$ cat config.mk
export PLATFORM = sky130hd
export DESIGN_NAME = qpu_exu_tiq
export DESIGN_NICKNAME = d
export VERILOG_FILES = /design/src/rtl/qpu_exu_tiq_pkg.sv /design/src/rtl/qpu_tiq_fifo.sv /design/src/rtl/qpu_exu_tiq.sv
export SDC_FILE = /design/constraint.sdc
export NUM_CORES = 1
export LEC_CHECK = 0
export CORE_MARGIN = 2
export CORE_UTILIZATION = 35
export CTS_CLUSTER_DIAMETER = 80
export DETAILED_ROUTE_END_ITERATION = 7
export GPL_ROUTABILITY_DRIVEN = 0
export SLEW_MARGIN = 20
export SYNTH_ARGS = -nofsm -noshare
export SYNTH_HDL_FRONTEND = slang
export SYNTH_SLANG_ARGS = --single-unit
export TNS_END_PERCENT = 30
$ cat constraint.sdc
create_clock -name clk -period 5.4 [get_ports clk]
set_input_delay 0.54 -clock clk [delete_from_list [all_inputs] [get_ports clk]]
set_output_delay 0.54 -clock clk [all_outputs]
set_load 0.02 [all_outputs]
$ cat src/rtl/qpu_exu_tiq_pkg.sv
// Shared definitions for the EXU time-instruction queue.
package qpu_exu_tiq_pkg;

    localparam int unsigned QPU_TIME_WIDTH    = 32;
    localparam int unsigned QPU_TIQ_DEPTH     = 8;
    localparam int unsigned QPU_TIQ_CNT_WIDTH = $clog2(QPU_TIQ_DEPTH) + 1;

    // Timeline state mirrors run_i directly; there is no separate state register.
    typedef enum logic {
        TIQ_IDLE = 1'b0,
        TIQ_RUN  = 1'b1
    } tiq_state_e;

endpackage : qpu_exu_tiq_pkg

$ cat src/rtl/qpu_tiq_fifo.sv
// Generic synchronous circular FIFO with flush; head data is combinational.
module qpu_tiq_fifo #(
    parameter int unsigned DEPTH = 8,
    parameter int unsigned WIDTH = 32
) (
    input  logic                       clk,
    input  logic                       rst,
    input  logic                       push_i,
    input  logic                       pop_i,
    input  logic                       flush_i,
    input  logic [WIDTH-1:0]           data_i,
    output logic [WIDTH-1:0]           head_data_c,
    output logic [$clog2(DEPTH):0]     count_o,
    output logic                       full_o,
    output logic                       empty_o
);

    localparam int unsigned PTR_W = $clog2(DEPTH);
    localparam int unsigned CNT_W = PTR_W + 1;

    logic [PTR_W-1:0] wptr_q, wptr_d;
    logic [PTR_W-1:0] rptr_q, rptr_d;
    logic [CNT_W-1:0] count_q, count_d;
    logic             full_q, full_d;
    logic             empty_q, empty_d;
    logic [WIDTH-1:0] mem_q [DEPTH];
    logic [WIDTH-1:0] mem_d [DEPTH];
    logic             push_c;
    logic             pop_c;

    // Pointer and occupancy next-state; flush wins, a push while full is dropped.
    always_comb begin
        push_c  = push_i & ~full_q;
        pop_c   = pop_i & ~empty_q;
        wptr_d  = wptr_q;
        rptr_d  = rptr_q;
        count_d = count_q;
        if (flush_i) begin
            wptr_d  = '0;
            rptr_d  = '0;
            count_d = '0;
        end else begin
            if (push_c) wptr_d = wptr_q + PTR_W'(1);
            if (pop_c)  rptr_d = rptr_q + PTR_W'(1);
            case ({push_c, pop_c})
                2'b10:   count_d = count_q + CNT_W'(1);
                2'b01:   count_d = count_q - CNT_W'(1);
                default: count_d = count_q;
            endcase
        end
        full_d  = (count_d == CNT_W'(DEPTH));
        empty_d = (count_d == '0);
    end

    // Storage write; a flushed push never lands.
    always_comb begin
        mem_d = mem_q;
        if (push_c && !flush_i) mem_d[wptr_q] = data_i;
    end

    // Control registers.
    always_ff @(posedge clk) begin
        if (rst) begin
            wptr_q  <= '0;
            rptr_q  <= '0;
            count_q <= '0;
            full_q  <= 1'b0;
            empty_q <= 1'b1;
        end else begin
            wptr_q  <= wptr_d;
            rptr_q  <= rptr_d;
            count_q <= count_d;
            full_q  <= full_d;
            empty_q <= empty_d;
        end
    end

    // Storage array carries no reset; contents are qualified by count.
    always_ff @(posedge clk) begin
        mem_q <= mem_d;
    end

    assign head_data_c = mem_q[rptr_q];
    assign count_o     = count_q;
    assign full_o      = full_q;
    assign empty_o     = empty_q;

endmodule : qpu_tiq_fifo

$ cat src/rtl/qpu_exu_tiq.sv
// Time-instruction queue: buffers time points and fires each when the timeline reaches it.
module qpu_exu_tiq
    import qpu_exu_tiq_pkg::*;
#(
    parameter int unsigned DEPTH      = QPU_TIQ_DEPTH,
    parameter int unsigned TIME_WIDTH = QPU_TIME_WIDTH
) (
    input  logic                    clk,
    input  logic                    rst,
    input  logic                    tiq_wbck_i_ena,
    input  logic [TIME_WIDTH-1:0]   tiq_wbck_i_data,
    output logic                    tiq_wbck_i_ready,
    input  logic                    run_i,
    input  logic                    flush_i,
    output logic                    tiq_trig_o,
    output logic [TIME_WIDTH-1:0]   tiq_trig_time_o,
    output logic [TIME_WIDTH-1:0]   tiq_timer_o,
    output logic [$clog2(DEPTH):0]  tiq_count_o,
    output logic                    tiq_empty_o,
    output logic                    tiq_full_o,
    output logic                    tiq_late_o,
    output logic                    tiq_ovf_o
);

    logic [TIME_WIDTH-1:0] timer_q, timer_d;
    logic [TIME_WIDTH-1:0] trig_time_q, trig_time_d;
    logic                  trig_q, trig_d;
    logic                  late_q, late_d;
    logic                  ovf_q, ovf_d;
    logic [TIME_WIDTH-1:0] head_data_c;
    logic                  fifo_full;
    logic                  fifo_empty;
    logic                  push_c;
    logic                  fire_c;
    tiq_state_e            state_c;

    assign state_c = tiq_state_e'(run_i);
    assign push_c  = tiq_wbck_i_ena & ~fifo_full;
    assign fire_c  = (state_c == TIQ_RUN) & ~fifo_empty & (head_data_c <= timer_q);

    qpu_tiq_fifo #(
        .DEPTH (DEPTH),
        .WIDTH (TIME_WIDTH)
    ) u_fifo (
        .clk         (clk),
        .rst         (rst),
        .push_i      (push_c),
        .pop_i       (fire_c),
        .flush_i     (flush_i),
        .data_i      (tiq_wbck_i_data),
        .head_data_c (head_data_c),
        .count_o     (tiq_count_o),
        .full_o      (fifo_full),
        .empty_o     (fifo_empty)
    );

    // Timeline, trigger and sticky-flag next state; flush overrides everything.
    always_comb begin
        timer_d     = timer_q;
        trig_d      = 1'b0;
        trig_time_d = trig_time_q;
        late_d      = late_q;
        ovf_d       = ovf_q;
        if (flush_i) begin
            timer_d = '0;
            late_d  = 1'b0;
            ovf_d   = 1'b0;
        end else begin
            if (fire_c) begin
                trig_d      = 1'b1;
                trig_time_d = head_data_c;
                if (head_data_c < timer_q) late_d = 1'b1;
            end
            if (state_c == TIQ_RUN) begin
                if (&timer_q) ovf_d   = 1'b1;
                else          timer_d = timer_q + TIME_WIDTH'(1);
            end
        end
    end

    // Timeline and trigger registers.
    always_ff @(posedge clk) begin
        if (rst) begin
            timer_q     <= '0;
            trig_q      <= 1'b0;
            trig_time_q <= '0;
            late_q      <= 1'b0;
            ovf_q       <= 1'b0;
        end else begin
            timer_q     <= timer_d;
            trig_q      <= trig_d;
            trig_time_q <= trig_time_d;
            late_q      <= late_d;
            ovf_q       <= ovf_d;
        end
    end

    assign tiq_wbck_i_ready = ~fifo_full;
    assign tiq_full_o       = fifo_full;
    assign tiq_empty_o      = fifo_empty;
    assign tiq_trig_o       = trig_q;
    assign tiq_trig_time_o  = trig_time_q;
    assign tiq_timer_o      = timer_q;
    assign tiq_late_o       = late_q;
    assign tiq_ovf_o        = ovf_q;

endmodule : qpu_exu_tiq

==> impl_metrics.sql, run 1 <==
INSERT INTO impl_metrics (metric_group, metric, value, unit) VALUES
('run_status', 'status', 'completed', ''),
('critical_path', 'critical_path_buf_inv_count', '1', ''),
('critical_path', 'crit_path_cell_trace', 'buf_12 -> mux4_2 -> mux2_2 -> ha_1 -> nand4_1 -> nor4_2 -> a21boi_2 -> o31a_2 -> nor2_4 -> ha_1 -> ha_1 -> a21o_1 -> a21oi_1 -> xor2_1 -> nor2_1 -> xnor2_1 -> a311o_1', ''),
('global_route', 'vias_in_the_first_global_route', '7984', ''),
('sta', 'report.final.slew_viol_count', '0', ''),
('yosys', 'synth.largest_area_cell', 'edfxtp_1', ''),
('drt', 'drt_iter0_markers', '681', ''),
('global_route', 'use_met3', '3.58', '%'),
('critical_path', 'worst_setup_path_start_kind', 'flip-flop', ''),
('sta', 'setup_ws', '566', 'ps'),
('placed_design', 'place_ws', '559', 'ps'),
('die', 'die_width', '205', 'um'),
('yosys', 'syn-cell-area', '14100', 'um2'),
('critical_path', 'cpMaxStageDelayCell', 'dfxtp_4', ''),
('drt', 'avgRoutedWirePerCell', '21.0', 'um'),
('clock_tree', 'clkLatencyLatePin', '530', 'ps'),
('yosys', 'post_synth_edffs', '256', ''),
('die', 'core.rowCount', '73', ''),
('sta', 'fin_tns_setup', '0', 'ps'),
('sta', 'finalHoldViolCount', '0', ''),
('yosys', 'yosysWarnings', '0', ''),
('clock_tree', 'post_cts.repair.setup_buffers', '0', ''),
('sta', 'fmax', '207', 'MHz'),
('cells_and_area', 'final_core_util', '43.0', '%'),
('sta', 'layout_min_cycle_time', '4830', 'ps'),
('cells_and_area', 'final_nets', '1096', ''),
('global_route', 'grt_start_max_net_pins', '44', ''),
('global_route', 'antenna_found_initial', '5', ''),
('drt', 'drcViolationCount', '0', ''),
('die', 'floorplan.initialDensity', '35.5', '%'),
('critical_path', 'cp-end-kind', 'flip-flop', ''),
('power', 'total_power', '5350', 'uW'),
('clock_tree', 'cts_max_level', '2', ''),
('global_route', 'global_route_wire_length_before_repair', '49.4', 'mm'),
('clock_tree', 'cts.sink_count', '335', ''),
('global_route', 'grt_util_met2', '25.8', '%'),
('die', 'pin_count', '111', ''),
('critical_path', 'cpLargestDelayFamily', 'compound AO/OA/AOI/OAI gates', ''),
('yosys', 'postSynthNetCount', '969', ''),
('critical_path', 'reg2reg_depth', '17', ''),
('sta', 'grt_setup_unrepaired', 'false', ''),
('critical_path', 'worst_path_largest_cell_delay', '550', 'ps'),
('global_route', 'met1_usage', '21.6', '%'),
('power', 'ir_worst_vdd', '0.000156', 'V'),
('critical_path', 'timing.critical_path.mode_cell', 'ha_1', ''),
('global_route', 'grt_most_used_layer', 'met2', ''),
('yosys', 'netlist_top_cells_count', '256 x edfxtp_1, 79 x dfxtp_1, 76 x nor2_1', ''),
('critical_path', 'r2r_start', 'u_fifo.rptr_q[0]', ''),
('die', 'core_area', '39700', 'um2'),
('sta', 'worst_slew_pin_slew', '873', 'ps'),
('yosys', 'postSynthRegisterBits', '335', ''),
('yosys', 'yosysUniqueCellTypes', '62', ''),
('drt', 'drt-pass1-iter-count', '5', ''),
('clock_tree', 'cts.hold.buffers_added', '0', ''),
('critical_path', 'critical_path_cell_count', '17', ''),
('sta', 'max_slew_margin', '41.8', '%'),
('sta', 'setup_viol', '0', ''),
('yosys', 'postSynthAreaPerCell', '15.8', 'um2'),
('critical_path', 'reg2reg_slack', '570', 'ps'),
('clock_tree', 'worst_setup_hold_path_clk_slew', '60', 'ps'),
('cells_and_area', 'syn_to_final_growth', '21.1', '%'),
('die', 'dieArea', '42000', 'um2'),
('critical_path', 'worst_ep_required_time', '5800', 'ps'),
('flow_run', 'drv_cap', '0', ''),
('placed_design', 'hpwl', '21.0', 'mm'),
('drt', 'postRouteWirelength', '33.0', 'mm'),
('yosys', 'synthCells', '893', ''),
('global_route', 'gr-total-overflow', '0', ''),
('cells_and_area', 'post_route_cells_drive_above_1_share', '21.2', '%'),
('clock_tree', 'clock_root_buffer', 'clkbuf_16', ''),
('clock_tree', 'cts_tree', 'done', '');
[registers in the layout, summed over array words and instances, names as in the netlist]
register / flops
tiq_trig_o: 1
u_fifo.count_o: 4
u_fifo.full_o: 1
tiq_ovf_o: 1
tiq_timer_o: 32
u_fifo.mem_q: 256
tiq_late_o: 1
u_fifo.empty_o: 1
u_fifo.rptr_q: 3
u_fifo.wptr_q: 3
tiq_trig_time_o: 32
[routing by layer]
metal / up-vias / routed length [um]
li1: 3721 / -
met1: 3977 / 14400
met2: 221 / 15600
met3: 52 / 2270
met4: 8 / 605
met5: - / 51
[logic make-up after synthesis]
group	Yosys count	share of synthesized area, %
flops	335	65.7
simple gates	178	6.79
compound gates	110	6.39
buf+inv	107	3.15
mux	97	12.8
fa+ha+maj	39	3.51
xor+xnor	27	1.68
[per-stage QoR]
stage	hold WS, ps	std cells	cell area [um2]
3_5_place_dp	451	1508	16000
2_1_floorplan	498	893	14100
3_3_place_gp	451	1508	16000
4_1_cts	460	1570	17100
5_1_grt	477	1571	17100
6_report	458	1571	17100
[how the worst min path moves through the flow]
stage	cells after the start	slack, ps	startpoint	end
after detailed placement	2	450	tiq_trig_time_o[30]	tiq_trig_time_o[30]
after global routing	2	480	tiq_trig_time_o[30]	tiq_trig_time_o[30]
after CTS	2	460	tiq_trig_time_o[30]	tiq_trig_time_o[30]
after global placement	2	450	tiq_trig_time_o[30]	tiq_trig_time_o[30]
after floorplan	2	500	u_fifo.wptr_q[1]	u_fifo.wptr_q[1]
final	2	460	tiq_trig_time_o[30]	tiq_trig_time_o[30]
[report_power, final]
| part | internal [uW] | leakage, uW | switching, uW |
|---|---|---|---|
| clock network | 1400 | 0.000563 | 955 |
| registers | 2790 | 0.00295 | 8.50 |
| logic | 78.0 | 0.00184 | 113 |
| total | 4270 | 0.00535 | 1080 |
[layout make-up]
cell class              count  area (um2)
well taps                 525         657
diodes                      1        2.50
multi-input cells         451        4460
flip-flops and latches    335        9270
inverters                  67         251
clock inverters            14         130
repair buffers            130        1310
clock buffers              48        1010
fillers                  3537       22600
[worst reg2reg max path, stage by stage (launching register included)]
cell and delay, ps:
dfxtp_4 550, buf_12 280, mux4_2 540, mux2_2 310, ha_1 310, nand4_1 160, nor4_2 450, a21boi_2 250
o31a_2 240, nor2_4 60, ha_1 260, ha_1 300, a21o_1 160, a21oi_1 170, xor2_1 160, nor2_1 70
xnor2_1 150, a311o_1 320
[placed cells by master, fill, tap and decap left out, types with 19 or more instances in the layout]
| master | n |
|---|---|
| nand2_1 | 19 |
| xnor2_1 | 24 |
| dfxtp_1 | 77 |
| mux4_2 | 64 |
| ha_1 | 38 |
| clkbuf_16 | 36 |
| clkdlybuf4s50_1 | 109 |
| inv_1 | 67 |
| nor2_1 | 70 |
| a21oi_1 | 30 |
| mux2_2 | 31 |
| edfxtp_1 | 256 |
| a221oi_2 | 21 |
Power figures use the tool's default switching activity.
==> run 2, diff against run 1 <==
- CORE_UTILIZATION: 35 -> 45
==> run 2 against run 1 <==
Cell count is 7.5% lower; register-to-register slack lost 110 ps; largest cell class unchanged; worst hold slack improved by 4.3 ps; non-clock buffer count up 8; sequential power is essentially flat; combinational power is 2% higher; sequential cell count unchanged; final area shrank 0.44%; fmax decreased by 2.2%; critical path type unchanged.
==> impl_metrics.sql, run 2 (synthesized netlist as in run 1, its figures left out) <==
INSERT INTO impl_metrics (metric_group, metric, value, unit) VALUES
('run_status', 'status', 'completed', ''),
('critical_path', 'worst_ep_required_time', '5800', 'ps'),
('clock_tree', 'cts.sink_count', '335', ''),
('clock_tree', 'clock_root_buffer', 'clkbuf_16', ''),
('sta', 'layout_min_cycle_time', '4940', 'ps'),
('sta', 'fin_tns_setup', '0', 'ps'),
('clock_tree', 'buffer_levels_on_the_longest_clock_path', '3', ''),
('cells_and_area', 'flip_flop_count_of_the_largest_register_all_copies_and_words_added', '256', ''),
('drt', 'avgRoutedWirePerCell', '22.2', 'um'),
('cells_and_area', 'final_nets', '1105', ''),
('clock_tree', 'cts_buf_count', '36', ''),
('flow_run', 'drv_cap', '0', ''),
('placed_design', 'hpwl', '21.3', 'mm'),
('critical_path', 'timing.critical_path.fanout_max', '17', ''),
('critical_path', 'cp-end-kind', 'flip-flop', ''),
('critical_path', 'criticalPathCategory', 'reg2reg', ''),
('worst_hold_path', 'timing.hold.worst.class', 'reg2reg', ''),
('power', 'net-switching-power', '1080', 'uW'),
('sta', 'max_slew_margin', '27.7', '%'),
('drt', 'final_antenna_net_count', '0', ''),
('sta', 'finalCritPeriodShare', '91.6', '%'),
('global_route', 'vias_in_the_first_global_route', '8104', ''),
('clock_tree', 'post_cts_resize_count', '0', ''),
('power', 'p_sw_share', '20.1', '%'),
('power', 'static-leakage-power', '0.00540', 'uW'),
('cells_and_area', 'syn_to_final_growth', '20.6', '%'),
('critical_path', 'crit_path_cell_trace', 'buf_4 -> mux4_2 -> mux2_2 -> ha_1 -> nand4_1 -> nor4_2 -> a21boi_2 -> o31a_2 -> nor2_4 -> ha_1 -> ha_1 -> a21o_1 -> a21oi_1 -> xor2_1 -> nor2_1 -> xnor2_1 -> a311o_1', ''),
('power', 'comb_power_share', '3.6', '%'),
('critical_path', 'setup.worst_path.start', 'u_fifo.rptr_q[0]', ''),
('clock_tree', 'cts_max_level', '2', ''),
('cells_and_area', 'most_common_cell_after_layout_fill_and_taps_aside', 'edfxtp_1', ''),
('die', 'core_area', '30700', 'um2'),
('placed_design', 'place_ws', '468', 'ps'),
('drt', 'drcViolationCount', '0', ''),
('power', 'p_clk_share', '44.5', '%'),
('drt', 'vias', '8097', ''),
('cells_and_area', 'nFillCells', '2438', ''),
('worst_hold_path', 'hold_path.startpoint', 'tiq_trig_time_o[30]', ''),
('power', 'seqPwrFrac', '51.8', '%'),
('clock_tree', 'clkLatencyLatePin', '510', 'ps'),
('drt', 'drt-pass1-iter-count', '5', ''),
('sta', 'setup_ws', '455', 'ps'),
('cells_and_area', 'ff_latch_area', '9270', 'um2'),
('clock_tree', 'worst_setup_hold_path_clk_slew', '60', 'ps'),
('die', 'core.rowCount', '64', ''),
('die', 'dieArea', '32800', 'um2'),
('power', 'ir_worst_vdd', '0.000203', 'V'),
('sta', 'grt_setup_unrepaired', 'false', ''),
('critical_path', 'worst_path_largest_cell_delay', '550', 'ps'),
('global_route', 'global_route_wire_length_before_repair', '49.4', 'mm'),
('cells_and_area', 'final_core_util', '55.3', '%'),
('sta', 'report.final.slew_viol_count', '0', ''),
('cells_and_area', 'final_cell_mix', '256 x edfxtp_1, 109 x clkdlybuf4s50_1, 77 x dfxtp_1, 70 x nor2_1, 67 x inv_1', ''),
('drt', 'drt_iter0_markers', '566', ''),
('critical_path', 'timing.critical_path.mode_cell', 'ha_1', ''),
('cells_and_area', 'registers.top_by_ff_count', 'u_fifo.mem_q', ''),
('drt', 'postRouteWirelength', '32.2', 'mm'),
('sta', 'fmax', '202', 'MHz'),
('critical_path', 'arrival', '5340', 'ps'),
('critical_path', 'cpMaxStageDelayCell', 'mux4_2', ''),
('die', 'pin_count', '111', ''),
('drt', 'drt-vias-per-instance', '5.57', ''),
('global_route', 'grt_start_max_net_pins', '44', ''),
('power', 'pwr_density_cell', '317', 'nW/um2'),
('global_route', 'antenna_found_initial', '0', ''),
('sta', 'clock-skew-final', '13.5', 'ps'),
('cells_and_area', 'n_antenna_cell', '0', ''),
('clock_tree', 'cts_tree', 'done', ''),
('clock_tree', 'cts.hold.buffers_added', '0', ''),
('die', 'die_width', '181', 'um'),
('die', 'floorplan.initialDensity', '45.9', '%'),
('global_route', 'gr-total-overflow', '0', ''),
('clock_tree', 'post_cts.repair.setup_buffers', '0', ''),
('global_route', 'grt_use_total', '19.8', '%'),
('sta', 'finalHoldViolCount', '0', ''),
('critical_path', 'worst_setup_path_start_kind', 'flip-flop', ''),
('sta', 'worst_slew_pin_slew', '1080', 'ps'),
('sta', 'setup_viol', '0', ''),
('die', 'die_h', '181', 'um'),
('power', 'cell_internal_pwr', '4320', 'uW'),
('critical_path', 'r2r_start', 'u_fifo.rptr_q[0]', ''),
('cells_and_area', 'post_route_cells_drive_above_1_share', '21.8', '%'),
('cells_and_area', 'multiInputGateArea', '4460', 'um2'),
('placed_design', 'buffer_ports.inserted', '110', '');
[run 2: cell count changes in the layout (fill, tap and decap cells not counted), sizes merged]
cell	before	now
buf	21	29
bufinv	2	3
clkinv	11	12
clkinvlp	0	1
diode	1	0
inv	68	69
[run 2: path summary, 6_finish.rpt]
kind,end,slack (ps),cells after the start
worst min-delay path,tiq_trig_time_o[30],460,2
worst min register to register,tiq_trig_time_o[30],460,2
worst max-delay path,u_fifo.empty_o,460,17
worst max register to register,u_fifo.empty_o,460,17
[run 2: layer usage]
metal / vias to the layer above / global-route usage, % / wire length [um]
li1: 3732 / - / -
met1: 4091 / 29.6 / 15500
met2: 237 / 30.6 / 14600
met3: 37 / 3.47 / 1600
met4: 0 / 4.52 / 541
met5: - / 0 / 0
[run 2: stage by stage]
step                power, uW  hold WS [ps]  std cells  area, um2
floorplan                2950           498        893      14100
global placement         3050           447       1387      15900
detailed placement       3050           454       1387      15900
CTS                      5450           463       1453      17000
global route             5580           477       1453      17000
finish                   5400           462       1453      17000
[run 2: worst max-delay path: cells and delay by family (launching register included)]
family / cells / cell delay [ps]
flip-flops: 1 / 510
multiplexers: 2 / 860
AO/OA/AOI/OAI: 5 / 1130
buffers and inverters: 1 / 390
XOR/XNOR: 2 / 340
AND/OR/NAND/NOR: 4 / 730
adder cells (fa/ha/maj): 3 / 850
[run 2: area by class of cell]
| class | count | area share, % |
|---|---|---|
| Clock buffer | 48 | 5.87 |
| Clock inverter | 18 | 0.978 |
| Inverter | 67 | 1.48 |
| Multi-Input combinational cell | 451 | 26.2 |
| Sequential cell | 335 | 54.5 |
| Tap cell | 396 | 2.91 |
| Timing Repair Buffer | 138 | 8.04 |
[run 2: power by group through the flow]
stage	clock [uW]	sequential, uW	combinational, uW
2_1_floorplan	0	2860	91.7
3_3_place_gp	0	2850	193
3_5_place_dp	0	2860	195
4_1_cts	2460	2800	196
5_1_grt	2570	2800	213
6_report	2410	2800	195
